## config.mk

```make
export PLATFORM = sky130hd
export DESIGN_NAME = cp_sequencer
export DESIGN_NICKNAME = d
export VERILOG_FILES = /design/src/rtl/cp_seq_pkg.sv /design/src/rtl/cp_seq_lock_det.sv /design/src/rtl/cp_sequencer.sv
export SDC_FILE = /design/constraint.sdc
export NUM_CORES = 1
export LEC_CHECK = 0
export CAP_MARGIN = 10
export CORE_MARGIN = 1
export CORE_UTILIZATION = 45
export CTS_CLUSTER_SIZE = 12
export DETAILED_ROUTE_END_ITERATION = 10
export PLACE_DENSITY = 0.68
export SETUP_SLACK_MARGIN = 0.02
export SLEW_MARGIN = 25
export SYNTH_ARGS = -nofsm -noshare
export SYNTH_HDL_FRONTEND = slang
export SYNTH_SLANG_ARGS = --single-unit
```

## constraint.sdc

```tcl
create_clock -name clk -period 3.8 [get_ports clk]
set_clock_uncertainty 0.15 [all_clocks]
set_input_delay 0.76 -clock clk [delete_from_list [all_inputs] [get_ports clk]]
set_output_delay 0.76 -clock clk [all_outputs]
set_load 0.02 [all_outputs]
```

## src/rtl/cp_seq_pkg.sv

```systemverilog
// Shared types and widths for the charge-pump sequencer and its lock detector.
package cp_seq_pkg;

  localparam int unsigned CNT_W   = 8;
  localparam int unsigned MINPW_W = 4;

  localparam logic [CNT_W-1:0] CNT_ONE = CNT_W'(1);

  typedef enum logic [2:0] {
    S_OFF,
    S_SETTLE,
    S_IDLE,
    S_PUMP_UP,
    S_PUMP_DN,
    S_OVERLAP
  } state_t;

endpackage

```

## src/rtl/cp_seq_lock_det.sv

```systemverilog
// Lock detector: counts consecutive in-tolerance pulse lengths and raises locked
// once the saturating run count reaches the required number.
module cp_seq_lock_det
  import cp_seq_pkg::*;
(
  input  logic             clk,
  input  logic             resetb,
  input  logic             clear,
  input  logic             pulse_valid,
  input  logic [CNT_W-1:0] pulse_len,
  input  logic [CNT_W-1:0] lock_tol,
  input  logic [CNT_W-1:0] lock_cnt,
  output logic             locked
);

  logic [CNT_W-1:0] run_cnt;
  logic [CNT_W-1:0] run_inc;
  logic [CNT_W-1:0] need;

  always_comb begin
    run_inc = (run_cnt == '1) ? run_cnt : run_cnt + CNT_ONE;
    need    = (lock_cnt == '0) ? CNT_ONE : lock_cnt;
  end

  always_ff @(posedge clk or negedge resetb) begin
    if (!resetb) begin
      run_cnt <= '0;
      locked  <= 1'b0;
    end else if (clear) begin
      run_cnt <= '0;
      locked  <= 1'b0;
    end else if (pulse_valid) begin
      if (pulse_len <= lock_tol) begin
        run_cnt <= run_inc;
        locked  <= (run_inc >= need);
      end else begin
        run_cnt <= '0;
        locked  <= 1'b0;
      end
    end
  end

endmodule

```

## src/rtl/cp_sequencer.sv

```systemverilog
// Charge-pump sequencer: bias settle, up/down pulse generation with timeout and
// slip detection, and an overlap phase. Define CP_SEQ_DEADZONE_EN to drive
// up=down=1 for cfg_min_pw cycles in the overlap phase.
module cp_sequencer
  import cp_seq_pkg::*;
(
  input  logic               clk,
  input  logic               resetb,
  input  logic               enable,
  input  logic               ref_edge,
  input  logic               fb_edge,
  input  logic [CNT_W-1:0]   cfg_settle,
  input  logic [CNT_W-1:0]   cfg_max_pw,
  input  logic [MINPW_W-1:0] cfg_min_pw,
  input  logic [CNT_W-1:0]   cfg_lock_tol,
  input  logic [CNT_W-1:0]   cfg_lock_cnt,
  output logic               up,
  output logic               down,
  output logic               bias_en,
  output logic               locked,
  output logic               slip
);

  state_t           state, state_nxt;
  logic [CNT_W-1:0] cnt, cnt_nxt;
  logic [CNT_W-1:0] max_pw_q, max_pw_nxt;
  logic [CNT_W-1:0] tol_q, tol_nxt;
  logic [CNT_W-1:0] lcnt_q, lcnt_nxt;
  logic             drive_q, drive_nxt;
  logic             up_nxt, down_nxt, bias_nxt, slip_nxt;
  logic             pulse_valid, lock_clear;
  logic [CNT_W-1:0] pulse_len;
  logic [CNT_W-1:0] ov_load;
  logic             ov_drive;

`ifdef CP_SEQ_DEADZONE_EN
  always_comb begin
    ov_load  = (cfg_min_pw == '0) ? CNT_ONE : {{(CNT_W-MINPW_W){1'b0}}, cfg_min_pw};
    ov_drive = (cfg_min_pw != '0);
  end
`else
  logic unused_min_pw;
  assign unused_min_pw = ^cfg_min_pw;
  always_comb begin
    ov_load  = CNT_ONE;
    ov_drive = 1'b0;
  end
`endif

  always_comb begin
    state_nxt   = state;
    cnt_nxt     = cnt;
    max_pw_nxt  = max_pw_q;
    tol_nxt     = tol_q;
    lcnt_nxt    = lcnt_q;
    drive_nxt   = drive_q;
    slip_nxt    = 1'b0;
    pulse_valid = 1'b0;
    pulse_len   = cnt;
    lock_clear  = 1'b0;

    if (!enable) begin
      state_nxt  = S_OFF;
      cnt_nxt    = '0;
      drive_nxt  = 1'b0;
      lock_clear = 1'b1;
    end else begin
      case (state)
        S_OFF: begin
          state_nxt = S_SETTLE;
          cnt_nxt   = cfg_settle;
          tol_nxt   = cfg_lock_tol;
          lcnt_nxt  = cfg_lock_cnt;
        end
        S_SETTLE: begin
          if (cnt <= CNT_ONE) begin
            state_nxt = S_IDLE;
            cnt_nxt   = '0;
          end else begin
            cnt_nxt = cnt - CNT_ONE;
          end
        end
        S_IDLE: begin
          max_pw_nxt = (cfg_max_pw == '0) ? CNT_ONE : cfg_max_pw;
          if (ref_edge && fb_edge) begin
            pulse_valid = 1'b1;
            pulse_len   = '0;
            state_nxt   = S_OVERLAP;
            cnt_nxt     = ov_load;
            drive_nxt   = ov_drive;
          end else if (ref_edge) begin
            state_nxt = S_PUMP_UP;
            cnt_nxt   = CNT_ONE;
          end else if (fb_edge) begin
            state_nxt = S_PUMP_DN;
            cnt_nxt   = CNT_ONE;
          end
        end
        S_PUMP_UP, S_PUMP_DN: begin
          // The opposite edge ends the pulse; a repeat of the starting edge
          // is a slip that keeps counting toward the timeout.
          cnt_nxt = cnt + CNT_ONE;
          if ((state == S_PUMP_UP) ? fb_edge : ref_edge) begin
            pulse_valid = 1'b1;
            state_nxt   = S_OVERLAP;
            cnt_nxt     = ov_load;
            drive_nxt   = ov_drive;
          end else begin
            if ((state == S_PUMP_UP) ? ref_edge : fb_edge) begin
              slip_nxt   = 1'b1;
              lock_clear = 1'b1;
            end
            if (cnt >= max_pw_q) begin
              lock_clear = 1'b1;
              state_nxt  = S_IDLE;
              cnt_nxt    = '0;
            end
          end
        end
        S_OVERLAP: begin
          if (cnt <= CNT_ONE) begin
            state_nxt = S_IDLE;
            cnt_nxt   = '0;
            drive_nxt = 1'b0;
          end else begin
            cnt_nxt = cnt - CNT_ONE;
          end
        end
        default: begin
          state_nxt = S_OFF;
          cnt_nxt   = '0;
        end
      endcase
    end

    up_nxt   = (state_nxt == S_PUMP_UP) || ((state_nxt == S_OVERLAP) && drive_nxt);
    down_nxt = (state_nxt == S_PUMP_DN) || ((state_nxt == S_OVERLAP) && drive_nxt);
    bias_nxt = (state_nxt != S_OFF);
  end

  always_ff @(posedge clk or negedge resetb) begin
    if (!resetb) begin
      state    <= S_OFF;
      cnt      <= '0;
      max_pw_q <= '0;
      tol_q    <= '0;
      lcnt_q   <= '0;
      drive_q  <= 1'b0;
      up       <= 1'b0;
      down     <= 1'b0;
      bias_en  <= 1'b0;
      slip     <= 1'b0;
    end else begin
      state    <= state_nxt;
      cnt      <= cnt_nxt;
      max_pw_q <= max_pw_nxt;
      tol_q    <= tol_nxt;
      lcnt_q   <= lcnt_nxt;
      drive_q  <= drive_nxt;
      up       <= up_nxt;
      down     <= down_nxt;
      bias_en  <= bias_nxt;
      slip     <= slip_nxt;
    end
  end

  cp_seq_lock_det u_lock_det (
    .clk         (clk),
    .resetb      (resetb),
    .clear       (lock_clear),
    .pulse_valid (pulse_valid),
    .pulse_len   (pulse_len),
    .lock_tol    (tol_q),
    .lock_cnt    (lcnt_q),
    .locked      (locked)
  );

endmodule

```

==> flow_results.xml, run 1 <==
<?xml version="1.0" encoding="UTF-8"?>
<metrics>
  <group name="worst_setup_path">
    <metric name="worst_ep_required_time" unit="ps">3910</metric>
    <metric name="worst_r2r_endpoint" unit="">u_lock_det.run_cnt[1]$_DFFE_PN0P_</metric>
    <metric name="worst-r2r-cell-count" unit="">10</metric>
    <metric name="timing.critical_path.from_type" unit="">primary input</metric>
    <metric name="critical_path.max_fanout" unit="">6</metric>
    <metric name="timing.setup.critical_path_class" unit="">primary input to flip-flop</metric>
    <metric name="r2r_start" unit="">state[1]$_DFF_PN0_</metric>
    <metric name="worst-endpoint-arrival" unit="ps">3490</metric>
    <metric name="end_kind" unit="">flip-flop</metric>
    <metric name="regToRegSetupSlack" unit="ps">640</metric>
  </group>
  <group name="cts">
    <metric name="post_cts.resized_instances" unit="">0</metric>
    <metric name="clock_sinks" unit="">49</metric>
    <metric name="max-clock-path-buffers" unit="">2</metric>
    <metric name="tritoncts_buffers" unit="">5</metric>
    <metric name="clkTransAtPathRegs" unit="ps">100</metric>
    <metric name="cts.root.buffer_cell" unit="">sky130_fd_sc_hd__clkbuf_8</metric>
    <metric name="postCtsSetupBuffers" unit="">0</metric>
    <metric name="ctsHoldBuffers" unit="">0</metric>
    <metric name="cts-htree-levels" unit="">2</metric>
    <metric name="insertion_delay" unit="ps">310</metric>
    <metric name="clock_tree_from_tritoncts" unit="">built</metric>
  </group>
  <group name="logic_synthesis">
    <metric name="synthArstFlopShare" unit="%">100</metric>
    <metric name="synth_top_flop_cell" unit="">sky130_fd_sc_hd__dfrtp_1</metric>
    <metric name="synthesis.area" unit="sq mm">0.00326</metric>
    <metric name="number_of_enable_type_register_cells_in_the_synthesized_netlist" unit="">0</metric>
    <metric name="yosys.cell_types.count" unit="">54</metric>
    <metric name="syn-instance-count" unit="">366</metric>
    <metric name="post_synth.cell_area_avg" unit="sq um">8.90</metric>
    <metric name="synth-warning-count" unit="">0</metric>
    <metric name="synth.net_count" unit="">435</metric>
    <metric name="ys_seq_area_share" unit="%">37.7</metric>
    <metric name="synth_register_bits" unit="">49</metric>
  </group>
  <group name="flow_run">
    <metric name="cap_violations" unit="">0</metric>
  </group>
  <group name="sta">
    <metric name="worst-slew-pin-transition" unit="ps">709</metric>
    <metric name="min_period" unit="ps">3380</metric>
    <metric name="hold_violations" unit="">0</metric>
    <metric name="grt_setup_unrepaired" unit="">no</metric>
    <metric name="worst_slew_margin_rel" unit="%">52.6</metric>
    <metric name="layout_worst_path_cycle_share" unit="%">89.0</metric>
    <metric name="setup-tns-final" unit="ps">0</metric>
    <metric name="fmax" unit="MHz">296</metric>
    <metric name="final-setup-viol-count" unit="">0</metric>
    <metric name="slew_violations" unit="">0</metric>
  </group>
  <group name="power_and_ir_drop">
    <metric name="p_leak" unit="nW">1.83</metric>
    <metric name="power.density" unit="mW/mm^2">482</metric>
    <metric name="vdd_drop_max" unit="uV">239</metric>
  </group>
  <group name="cells_and_area">
    <metric name="num_antenna_cells" unit="">0</metric>
    <metric name="drive_gt1_share" unit="%">7.84</metric>
    <metric name="fin_area" unit="sq mm">0.00387</metric>
    <metric name="area_growth_syn_to_layout" unit="%">19.0</metric>
    <metric name="nets" unit="">476</metric>
    <metric name="mostFrequentLayoutCell" unit="">sky130_fd_sc_hd__dfrtp_1</metric>
    <metric name="most_used_cells_in_the_layout_excluding_fill_and_tap_cells" unit="">sky130_fd_sc_hd__dfrtp_1, sky130_fd_sc_hd__nand2_1, sky130_fd_sc_hd__clkdlybuf4s50_1</metric>
  </group>
  <group name="floorplan">
    <metric name="floorplan.rows" unit="">30</metric>
    <metric name="effective_utilization_at_floorplan" unit="%">47.1</metric>
    <metric name="total_core_area" unit="sq mm">0.00691</metric>
    <metric name="floorplan.die.height" unit="microns">87.1</metric>
    <metric name="die_w" unit="microns">87.1</metric>
    <metric name="dieArea" unit="sq mm">0.00758</metric>
    <metric name="pin_count" unit="">46</metric>
  </group>
  <group name="global_route">
    <metric name="globalRouteOverflowTotal" unit="">0</metric>
    <metric name="first_global_vias" unit="">2590</metric>
    <metric name="grt_max_degree" unit="">50</metric>
    <metric name="grt_usage" unit="%">21.2</metric>
    <metric name="antenna_found_initial" unit="">0</metric>
    <metric name="grt_first_pass_wirelength" unit="mm">12.6</metric>
  </group>
  <group name="outcome">
    <metric name="run_status" unit="">finished, final reports clean</metric>
  </group>
  <group name="place">
    <metric name="dpl-instance-area" unit="sq mm">0.00378</metric>
    <metric name="dpl.hpwl" unit="mm">5.47</metric>
    <metric name="gpl.final_weighted_congestion" unit="">0.826</metric>
    <metric name="port_buffers" unit="">41</metric>
  </group>
  <group name="detailed_routing">
    <metric name="drcViolationCount" unit="">0</metric>
    <metric name="routed_wl" unit="mm">7.33</metric>
    <metric name="drt.antenna.violating_nets" unit="">0</metric>
    <metric name="dr_total_vias" unit="">2805</metric>
    <metric name="vias_per_cell" unit="">5.57</metric>
    <metric name="dr.first_iter.drc_count" unit="">231</metric>
    <metric name="detailedRoute.firstPassIterationCount" unit="">4</metric>
    <metric name="detail_route.wl_per_cell" unit="microns">14.5</metric>
  </group>
  <group name="worst_hold_path">
    <metric name="worst_hold_path_class" unit="">primary input to async pin</metric>
  </group>
</metrics>
-- through the flow --
stage | cells | total power [mW] | hold WS [ps] | worst slack [ps] | util [%]
CTS | 504 | 1.88 | 330 | 407 | 56.1
finish | 504 | 1.87 | 301 | 417 | 56.1
global placement | 496 | 1.52 | 326 | 135 | 54.7
detailed placement | 496 | 1.55 | 340 | 118 | 54.8
floorplan | 366 | 1.33 | 314 | 577 | -
global route | 504 | 2.02 | 354 | 186 | 56.1
-- area by class of cell --
type,count,area (sq um)
Sequential cell,49,1230
Inverter,29,109
Clock inverter,3,21.3
Fill cell,673,3030
Multi-Input combinational cell,275,1880
Clock buffer,5,68.8
Timing Repair Buffer,47,453
Tap cell,96,120
-- cells by family (layout without fill, tap and decap cells) --
logic type | Yosys count | count (layout) | synth area share (%)
simple gates | 129 | 129 | 21.3
compound gates | 107 | 107 | 22.2
flops | 49 | 49 | 37.7
buf+inv | 42 | 84 | 4.92
fa+ha+maj | 28 | 28 | 10.8
xor+xnor | 8 | 8 | 2.15
mux | 3 | 3 | 1.04
-- worst max path at each step --
stage	from	to	slack (ps)	cells past startpoint
after floorplan	enable	u_lock_det.run_cnt[1]$_DFFE_PN0P_	580	12
after global placement	enable	u_lock_det.run_cnt[2]$_DFFE_PN0P_	140	12
after detailed placement	enable	u_lock_det.run_cnt[1]$_DFFE_PN0P_	120	11
after CTS	enable	u_lock_det.run_cnt[1]$_DFFE_PN0P_	410	11
after global routing	enable	u_lock_det.run_cnt[2]$_DFFE_PN0P_	190	12
final	enable	u_lock_det.run_cnt[1]$_DFFE_PN0P_	420	11
-- cells in the mapped netlist, types with 2 or more instances --
| cell type | n | area, sq um |
|---|---|---|
| sky130_fd_sc_hd__a211oi_1 | 2 | 15.0 |
| sky130_fd_sc_hd__o21ai_1 | 8 | 40.0 |
| sky130_fd_sc_hd__o21a_1 | 4 | 30.0 |
| sky130_fd_sc_hd__a21oi_1 | 21 | 105 |
| sky130_fd_sc_hd__o22ai_1 | 2 | 12.5 |
| sky130_fd_sc_hd__nand3b_1 | 3 | 22.5 |
| sky130_fd_sc_hd__xnor2_1 | 3 | 26.3 |
| sky130_fd_sc_hd__ha_1 | 28 | 350 |
| sky130_fd_sc_hd__dfrtp_1 | 49 | 1230 |
| sky130_fd_sc_hd__inv_1 | 28 | 105 |
| sky130_fd_sc_hd__clkbuf_1 | 11 | 41.3 |
| sky130_fd_sc_hd__and2_1 | 5 | 31.3 |
| sky130_fd_sc_hd__a221o_1 | 7 | 70.1 |
| sky130_fd_sc_hd__nor2_1 | 18 | 67.6 |
| sky130_fd_sc_hd__a31oi_1 | 4 | 25.0 |
| sky130_fd_sc_hd__xor2_1 | 5 | 43.8 |
| sky130_fd_sc_hd__nand2b_1 | 11 | 68.8 |
| sky130_fd_sc_hd__a21o_1 | 7 | 52.6 |
| sky130_fd_sc_hd__nor3b_1 | 6 | 45.0 |
| sky130_fd_sc_hd__o21ai_0 | 28 | 140 |
| sky130_fd_sc_hd__nor3_1 | 3 | 15.0 |
| sky130_fd_sc_hd__nor4_1 | 3 | 18.8 |
| sky130_fd_sc_hd__nor2b_1 | 7 | 43.8 |
| sky130_fd_sc_hd__o31ai_1 | 2 | 15.0 |
| sky130_fd_sc_hd__or2_2 | 2 | 12.5 |
| sky130_fd_sc_hd__nand2_1 | 44 | 165 |
| sky130_fd_sc_hd__buf_2 | 2 | 10.0 |
| sky130_fd_sc_hd__and3_1 | 10 | 62.6 |
| sky130_fd_sc_hd__nand3_1 | 6 | 30.0 |
| sky130_fd_sc_hd__a22o_1 | 11 | 96.3 |
| sky130_fd_sc_hd__mux2_2 | 3 | 33.8 |
-- critical path, cell delays in order --
cell	delay [ps]
sky130_fd_sc_hd__clkdlybuf4s50_1	490
sky130_fd_sc_hd__nor4bb_2	260
sky130_fd_sc_hd__and3_1	350
sky130_fd_sc_hd__nor2b_1	90
sky130_fd_sc_hd__ha_1	290
sky130_fd_sc_hd__and3_1	200
sky130_fd_sc_hd__a221o_1	290
sky130_fd_sc_hd__a21oi_1	230
sky130_fd_sc_hd__o211ai_1	250
sky130_fd_sc_hd__a21oi_1	190
sky130_fd_sc_hd__a21o_1	100
-- where the power goes --
part,leakage [nW],total (mW),internal (mW),switching (mW)
Sequential,0.623,0.755,0.646,0.109
Combinational,1.16,0.792,0.363,0.430
Clock,0.0445,0.319,0.131,0.188
Total,1.83,1.87,1.14,0.726
-- sequential cells by signal (all words and copies together) (netlist names) --
signal / cells
u_lock_det.run_cnt: 8
slip: 1
cnt: 8
lcnt_q: 8
state: 3
down: 1
drive_q: 1
max_pw_q: 8
u_lock_det.locked: 1
up: 1
bias_en: 1
tol_q: 8
-- per-layer routing --
| layer | GRT usage [%] | vias up | wire (microns) |
|---|---|---|---|
| met2 | 33.1 | 63 | 3320 |
| met1 | 30.2 | 1338 | 3650 |
| li1 | - | 1393 | - |
| met4 | 6.97 | 0 | 122 |
| met5 | 0 | - | 0 |
| met3 | 3.03 | 11 | 240 |
(Power assumes the default switching activity.)
==> run 2: changes to the inputs <==
Settings changed: CORE_ASPECT_RATIO from default to 1.4.
==> run 2 against run 1 <==
Net effect:
- count of clock-buffer cells in the layout rose by 2
- via count shrank 0.50%
- fmax is 3.6% lower
- register-to-register slack worse by 150 ps
- worst hold slack improved by 20 ps
- setup slack worse by 130 ps
- cell count down 0.20%
- clock power grew 23%
- first-iteration DRC count down 66%
- critical path depth is 1 higher
- final area up 0.65%
==> flow_results.xml, run 2 (same netlist as run 1, synthesis figures left out) <==
<?xml version="1.0" encoding="UTF-8"?>
<metrics>
  <group name="cells_and_area">
    <metric name="multiInputGateArea" unit="sq mm">0.00188</metric>
    <metric name="mostFrequentLayoutCell" unit="">sky130_fd_sc_hd__dfrtp_1</metric>
    <metric name="num_antenna_cells" unit="">0</metric>
    <metric name="nets" unit="">476</metric>
    <metric name="area_growth_syn_to_layout" unit="%">19.8</metric>
    <metric name="ff_latch_area" unit="sq mm">0.00123</metric>
    <metric name="most_used_cells_in_the_layout_excluding_fill_and_tap_cells" unit="">sky130_fd_sc_hd__dfrtp_1, sky130_fd_sc_hd__nand2_1, sky130_fd_sc_hd__clkdlybuf4s50_1</metric>
    <metric name="drive_gt1_share" unit="%">7.60</metric>
    <metric name="fin_cells" unit="">503</metric>
    <metric name="number_of_filler_instances_in_the_final_layout" unit="">637</metric>
  </group>
  <group name="place">
    <metric name="port_buffers" unit="">41</metric>
    <metric name="dpl.hpwl" unit="mm">5.61</metric>
    <metric name="number_of_placed_cells_counting_well_taps" unit="">495</metric>
    <metric name="gpl.final_weighted_congestion" unit="">0.937</metric>
  </group>
  <group name="worst_setup_path">
    <metric name="timing.critical_path.from_type" unit="">primary input</metric>
    <metric name="end_kind" unit="">flip-flop</metric>
    <metric name="r2r_start" unit="">state[1]$_DFF_PN0_</metric>
    <metric name="worst_ep_required_time" unit="ps">3840</metric>
    <metric name="worst_setup_path_startpoint" unit="">enable</metric>
    <metric name="critical_path.max_fanout" unit="">5</metric>
    <metric name="worst-endpoint-arrival" unit="ps">3550</metric>
    <metric name="timing.setup.critical_path_class" unit="">primary input to flip-flop</metric>
  </group>
  <group name="sta">
    <metric name="fmax" unit="MHz">285</metric>
    <metric name="worst-slew-pin-transition" unit="ps">717</metric>
    <metric name="worst_slew_margin_rel" unit="%">52.2</metric>
    <metric name="min_period" unit="ps">3510</metric>
    <metric name="final-setup-viol-count" unit="">0</metric>
    <metric name="hold_violations" unit="">0</metric>
    <metric name="slew_violations" unit="">0</metric>
    <metric name="grt_setup_unrepaired" unit="">no</metric>
    <metric name="setup-tns-final" unit="ps">0</metric>
    <metric name="layout_worst_path_cycle_share" unit="%">92.3</metric>
  </group>
  <group name="cts">
    <metric name="tritoncts_buffers" unit="">5</metric>
    <metric name="max-clock-path-buffers" unit="">2</metric>
    <metric name="clkTransAtPathRegs" unit="ps">100</metric>
    <metric name="ctsHoldBuffers" unit="">0</metric>
    <metric name="cts.root.buffer_cell" unit="">sky130_fd_sc_hd__clkbuf_8</metric>
    <metric name="insertion_delay" unit="ps">310</metric>
    <metric name="clock_tree_from_tritoncts" unit="">built</metric>
    <metric name="clock_sinks" unit="">49</metric>
    <metric name="postCtsSetupBuffers" unit="">0</metric>
    <metric name="post_cts.resized_instances" unit="">0</metric>
    <metric name="cts-htree-levels" unit="">2</metric>
  </group>
  <group name="global_route">
    <metric name="grt_max_degree" unit="">50</metric>
    <metric name="globalRouteOverflowTotal" unit="">0</metric>
    <metric name="antenna_found_initial" unit="">0</metric>
    <metric name="grt_first_pass_wirelength" unit="mm">12.4</metric>
    <metric name="grt_usage" unit="%">21.3</metric>
    <metric name="first_global_vias" unit="">2847</metric>
  </group>
  <group name="detailed_routing">
    <metric name="routed_wl" unit="mm">7.38</metric>
    <metric name="dr_total_vias" unit="">2791</metric>
    <metric name="vias_per_cell" unit="">5.55</metric>
    <metric name="drcViolationCount" unit="">0</metric>
    <metric name="drt.antenna.violating_nets" unit="">0</metric>
    <metric name="detail_route.wl_per_cell" unit="microns">14.7</metric>
    <metric name="detailedRoute.firstPassIterationCount" unit="">4</metric>
    <metric name="dr.first_iter.drc_count" unit="">78</metric>
  </group>
  <group name="floorplan">
    <metric name="dieArea" unit="sq mm">0.00758</metric>
    <metric name="pin_count" unit="">46</metric>
    <metric name="floorplan.die.height" unit="microns">103</metric>
    <metric name="total_core_area" unit="sq mm">0.00698</metric>
    <metric name="die_w" unit="microns">73.9</metric>
    <metric name="effective_utilization_at_floorplan" unit="%">46.6</metric>
    <metric name="floorplan.rows" unit="">36</metric>
  </group>
  <group name="power_and_ir_drop">
    <metric name="p_leak" unit="nW">1.84</metric>
    <metric name="vdd_drop_max" unit="uV">284</metric>
    <metric name="power.density" unit="mW/mm^2">494</metric>
  </group>
  <group name="worst_hold_path">
    <metric name="worst_hold_path_class" unit="">primary input to async pin</metric>
  </group>
  <group name="flow_run">
    <metric name="cap_violations" unit="">0</metric>
  </group>
  <group name="outcome">
    <metric name="run_status" unit="">finished, final reports clean</metric>
  </group>
</metrics>
## run 2: cell types whose count changed in the layout (fill, tap and decap cells not counted)
cell,delta
sky130_fd_sc_hd__clkinv_2,-1
sky130_fd_sc_hd__inv_6,-1
sky130_fd_sc_hd__clkinvlp_4,-1
sky130_fd_sc_hd__clkbuf_1,+1
sky130_fd_sc_hd__bufinv_16,+1
sky130_fd_sc_hd__clkbuf_8,+1
## run 2: final timing paths
| path | to | cells past startpoint | slack (ps) |
|---|---|---|---|
| max in group asynchronous | state[2]$_DFF_PN0_ | 1 | 2770 |
| setup / recovery | u_lock_det.run_cnt[2]$_DFFE_PN0P_ | 12 | 290 |
| hold reg to reg | lcnt_q[0]$_DFFE_PN0P_ | 1 | 370 |
| min in group clk | lcnt_q[0]$_DFFE_PN0P_ | 1 | 370 |
| setup reg to reg | u_lock_det.run_cnt[2]$_DFFE_PN0P_ | 11 | 490 |
| hold / removal | max_pw_q[3]$_DFFE_PN0P_ | 1 | 320 |
## run 2: area by class of cell
| cell class | count | share of cell area (%) |
|---|---|---|
| clock inverter | 1 | 0.770 |
| clock buffer | 7 | 2.21 |
| timing repair buffer | 47 | 11.6 |
| sequential | 49 | 31.5 |
| tap | 95 | 3.05 |
| inverter | 29 | 2.79 |
| multi-input combinational | 275 | 48.1 |
## run 2: metrics by stage
stage                     util, %  cell area (sq um)  hold slack, ps  worst slack (ps)  power, mW
final                        55.8               3900             321               291       1.93
after global routing         55.8               3900             383               163       2.09
after CTS                    55.8               3900             343               321       1.94
after detailed placement     54.2               3780             345              41.9       1.55
after global placement       54.1               3780             333              66.6       1.52
after floorplan                 -               3260             314               577       1.33
## run 2: worst max-delay path: stages
cell,delay (ps)
sky130_fd_sc_hd__clkdlybuf4s50_1,480
sky130_fd_sc_hd__nor4bb_2,270
sky130_fd_sc_hd__and3_1,320
sky130_fd_sc_hd__buf_4,170
sky130_fd_sc_hd__nor2b_1,40
sky130_fd_sc_hd__ha_1,290
sky130_fd_sc_hd__a21oi_1,60
sky130_fd_sc_hd__o21ai_0,220
sky130_fd_sc_hd__a21oi_1,90
sky130_fd_sc_hd__o211ai_1,510
sky130_fd_sc_hd__inv_2,120
sky130_fd_sc_hd__a22o_1,210
## run 2: power by group
| part | internal [mW] | leakage, nW | switching [mW] |
|---|---|---|---|
| Combinational | 0.362 | 1.16 | 0.420 |
| Sequential | 0.646 | 0.623 | 0.110 |
| Clock | 0.215 | 0.0585 | 0.176 |
| Total | 1.22 | 1.84 | 0.705 |
## run 2: per-layer routing
| metal | vias up | track usage, % | wire length, microns |
|---|---|---|---|
| met5 | - | 0 | 0 |
| met4 | 0 | 10.1 | 238 |
| met3 | 16 | 2.74 | 197 |
| met2 | 53 | 40.2 | 3860 |
| met1 | 1339 | 23.1 | 3090 |
| li1 | 1383 | - | - |
==> run 3: changes to the inputs <==
Settings changed: CELL_PAD_IN_SITES_DETAIL_PLACEMENT from default to 0, CELL_PAD_IN_SITES_GLOBAL_PLACEMENT from default to 1, CORE_UTILIZATION 45 to 42, PLACE_DENSITY 0.68 to default, PLACE_DENSITY_LB_ADDON from default to 0.1.
==> run 3 against run 2 <==
Net effect:
- register-to-register slack improved by 150 ps
- fmax increased by 1.5%
- worst hold slack better by 45 ps
- sequential cell count is the same
- cell count is 0.80% higher
- critical path type unchanged
- critical endpoint unchanged
==> flow_results.xml, run 3 (same netlist as run 1, synthesis figures left out) <==
<?xml version="1.0" encoding="UTF-8"?>
<metrics>
  <group name="outcome">
    <metric name="run_status" unit="">finished, final reports clean</metric>
  </group>
  <group name="worst_setup_path">
    <metric name="cp_slowest_cell" unit="">sky130_fd_sc_hd__clkdlybuf4s50_1</metric>
    <metric name="worst-r2r-cell-count" unit="">11</metric>
    <metric name="cpMostUsedCell" unit="">sky130_fd_sc_hd__a21oi_1</metric>
    <metric name="end_kind" unit="">flip-flop</metric>
    <metric name="worst_r2r_endpoint" unit="">u_lock_det.run_cnt[2]$_DFFE_PN0P_</metric>
    <metric name="regToRegSetupSlack" unit="ps">640</metric>
    <metric name="worst_ep_required_time" unit="ps">3840</metric>
    <metric name="timing.critical_path.from_type" unit="">primary input</metric>
    <metric name="cp_slowest_stage_delay" unit="ps">490</metric>
    <metric name="cp_num_buf_inv" unit="">3</metric>
    <metric name="timing.setup.critical_path_class" unit="">primary input to flip-flop</metric>
    <metric name="r2r_start" unit="">state[2]$_DFF_PN0_</metric>
    <metric name="worst-endpoint-arrival" unit="ps">3500</metric>
    <metric name="cpLargestDelayFamily" unit="">compound AO/OA/AOI/OAI gates</metric>
    <metric name="critical_path.cell_chain" unit="">clkdlybuf4s50_1 &gt; nor4bb_2 &gt; and3_1 &gt; buf_4 &gt; nor2b_1 &gt; ha_1 &gt; a21oi_1 &gt; o21ai_0 &gt; a21oi_1 &gt; o211ai_1 &gt; inv_2 &gt; a22o_1</metric>
    <metric name="critical_path.max_fanout" unit="">5</metric>
  </group>
  <group name="worst_hold_path">
    <metric name="worst_hold_path_class" unit="">flip-flop to flip-flop</metric>
    <metric name="min_path_cells" unit="">1</metric>
    <metric name="worst_hold_path.endpoint" unit="">lcnt_q[0]$_DFFE_PN0P_</metric>
    <metric name="holdCritStartpoint" unit="">lcnt_q[0]$_DFFE_PN0P_</metric>
  </group>
  <group name="power_and_ir_drop">
    <metric name="p_leak" unit="nW">1.85</metric>
    <metric name="p_comb_share" unit="%">41.0</metric>
    <metric name="internal_power" unit="mW">1.23</metric>
    <metric name="p_total" unit="mW">1.94</metric>
    <metric name="seq_power_share" unit="%">38.7</metric>
    <metric name="power.density" unit="mW/mm^2">495</metric>
    <metric name="netSwitchingPower" unit="mW">0.713</metric>
    <metric name="vdd_drop_max" unit="uV">349</metric>
    <metric name="power.share.switching" unit="%">36.8</metric>
    <metric name="power.share.clock" unit="%">20.3</metric>
  </group>
  <group name="sta">
    <metric name="final-setup-viol-count" unit="">0</metric>
    <metric name="layout_worst_path_cycle_share" unit="%">91.0</metric>
    <metric name="setup_slack" unit="ps">343</metric>
    <metric name="hold-worst-slack" unit="ps">366</metric>
    <metric name="hold_violations" unit="">0</metric>
    <metric name="worst-slew-pin-transition" unit="ps">815</metric>
    <metric name="grt_setup_unrepaired" unit="">no</metric>
    <metric name="min_period" unit="ps">3460</metric>
    <metric name="fmax" unit="MHz">289</metric>
    <metric name="worst_slew_margin_rel" unit="%">45.7</metric>
    <metric name="slew_violations" unit="">0</metric>
    <metric name="setup-tns-final" unit="ps">0</metric>
  </group>
  <group name="place">
    <metric name="number_of_placed_cells_counting_well_taps" unit="">499</metric>
    <metric name="dpl-instance-area" unit="sq mm">0.00380</metric>
    <metric name="pre_cts_ws" unit="ps">-38.4</metric>
    <metric name="port_buffers" unit="">41</metric>
    <metric name="dpl.hpwl" unit="mm">5.88</metric>
    <metric name="gpl.final_weighted_congestion" unit="">0.924</metric>
  </group>
  <group name="cells_and_area">
    <metric name="area_growth_syn_to_layout" unit="%">20.2</metric>
    <metric name="most_used_cells_in_the_layout_excluding_fill_and_tap_cells" unit="">sky130_fd_sc_hd__dfrtp_1, sky130_fd_sc_hd__nand2_1, sky130_fd_sc_hd__clkdlybuf4s50_1</metric>
    <metric name="fin_cells" unit="">507</metric>
    <metric name="fin_area" unit="sq mm">0.00391</metric>
    <metric name="mostFrequentLayoutCell" unit="">sky130_fd_sc_hd__dfrtp_1</metric>
    <metric name="final_core_util" unit="%">52.8</metric>
    <metric name="drive_gt1_share" unit="%">8.05</metric>
    <metric name="num_antenna_cells" unit="">0</metric>
    <metric name="number_of_filler_instances_in_the_final_layout" unit="">730</metric>
    <metric name="nets" unit="">478</metric>
  </group>
  <group name="detailed_routing">
    <metric name="routed_wl" unit="mm">7.67</metric>
    <metric name="drt.antenna.violating_nets" unit="">0</metric>
    <metric name="detailedRoute.firstPassIterationCount" unit="">4</metric>
    <metric name="vias_per_cell" unit="">5.42</metric>
    <metric name="drcViolationCount" unit="">0</metric>
    <metric name="dr.first_iter.drc_count" unit="">74</metric>
    <metric name="detail_route.wl_per_cell" unit="microns">15.1</metric>
    <metric name="dr_total_vias" unit="">2747</metric>
  </group>
  <group name="global_route">
    <metric name="globalRouteOverflowTotal" unit="">0</metric>
    <metric name="first_global_vias" unit="">2844</metric>
    <metric name="grt_first_pass_wirelength" unit="mm">13.4</metric>
    <metric name="antenna_found_initial" unit="">0</metric>
    <metric name="grt_max_degree" unit="">36</metric>
    <metric name="grt_usage" unit="%">20.8</metric>
  </group>
  <group name="cts">
    <metric name="cts-htree-levels" unit="">2</metric>
    <metric name="max-clock-path-buffers" unit="">2</metric>
    <metric name="cts.root.buffer_cell" unit="">sky130_fd_sc_hd__clkbuf_8</metric>
    <metric name="tritoncts_buffers" unit="">5</metric>
    <metric name="clock_sinks" unit="">49</metric>
    <metric name="ctsHoldBuffers" unit="">0</metric>
    <metric name="postCtsSetupBuffers" unit="">0</metric>
    <metric name="clock_tree_from_tritoncts" unit="">built</metric>
    <metric name="insertion_delay" unit="ps">300</metric>
    <metric name="clkTransAtPathRegs" unit="ps">90</metric>
    <metric name="post_cts.resized_instances" unit="">0</metric>
  </group>
  <group name="floorplan">
    <metric name="total_core_area" unit="sq mm">0.00741</metric>
    <metric name="dieArea" unit="sq mm">0.00811</metric>
    <metric name="floorplan.rows" unit="">37</metric>
    <metric name="pin_count" unit="">46</metric>
    <metric name="effective_utilization_at_floorplan" unit="%">44.0</metric>
    <metric name="floorplan.die.height" unit="microns">106</metric>
    <metric name="die_w" unit="microns">76.4</metric>
  </group>
  <group name="flow_run">
    <metric name="cap_violations" unit="">0</metric>
  </group>
</metrics>
[run 3: changes by cell type in the layout (fill, tap and decap cells not counted)]
cell / delta
sky130_fd_sc_hd__buf_2: +1
sky130_fd_sc_hd__buf_4: +1
[run 3: power by group through the flow]
stage | registers [mW] | clock network [mW] | logic [mW]
global placement | 0.761 | 0 | 0.779
global route | 0.769 | 0.426 | 0.914
detailed placement | 0.763 | 0 | 0.805
floorplan | 0.707 | 0 | 0.622
finish | 0.749 | 0.394 | 0.795
CTS | 0.752 | 0.401 | 0.811
[run 3: routing by layer]
| layer | routed length (microns) | track usage [%] |
|---|---|---|
| met1 | 3230 | 23.5 |
| met2 | 4090 | 39.6 |
| met3 | 174 | 2.66 |
| met4 | 178 | 7.14 |
| met5 | 0 | 0 |
[run 3: worst reg2reg max path, cell delays in order (launching register included)]
cell	delay (ps)
sky130_fd_sc_hd__dfrtp_1	540
sky130_fd_sc_hd__nor4bb_2	410
sky130_fd_sc_hd__and3_1	320
sky130_fd_sc_hd__buf_4	170
sky130_fd_sc_hd__nor2b_1	40
sky130_fd_sc_hd__ha_1	290
sky130_fd_sc_hd__a21oi_1	70
sky130_fd_sc_hd__o21ai_0	180
sky130_fd_sc_hd__a21oi_1	90
sky130_fd_sc_hd__o211ai_1	480
sky130_fd_sc_hd__inv_2	110
sky130_fd_sc_hd__a22o_1	210
[run 3: how the worst max path moves through the flow]
stage,slack (ps),to,start,cells after the start
after CTS,270,u_lock_det.run_cnt[2]$_DFFE_PN0P_,enable,12
after floorplan,580,u_lock_det.run_cnt[1]$_DFFE_PN0P_,enable,12
after detailed placement,-40,u_lock_det.run_cnt[2]$_DFFE_PN0P_,enable,12
final,340,u_lock_det.run_cnt[2]$_DFFE_PN0P_,enable,12
after global routing,50,u_lock_det.run_cnt[7]$_DFFE_PN0P_,enable,12
after global placement,70,u_lock_det.run_cnt[2]$_DFFE_PN0P_,enable,12
[run 3: layout make-up]
type	count	area, sq um	share of cell area [%]
Multi-Input combinational cell	275	1880	47.9
Timing Repair Buffer	49	465	11.9
Tap cell	97	121	3.10
Inverter	29	109	2.78
Sequential cell	49	1230	31.3
Clock buffer	7	86.3	2.21
Clock inverter	1	30.0	0.767
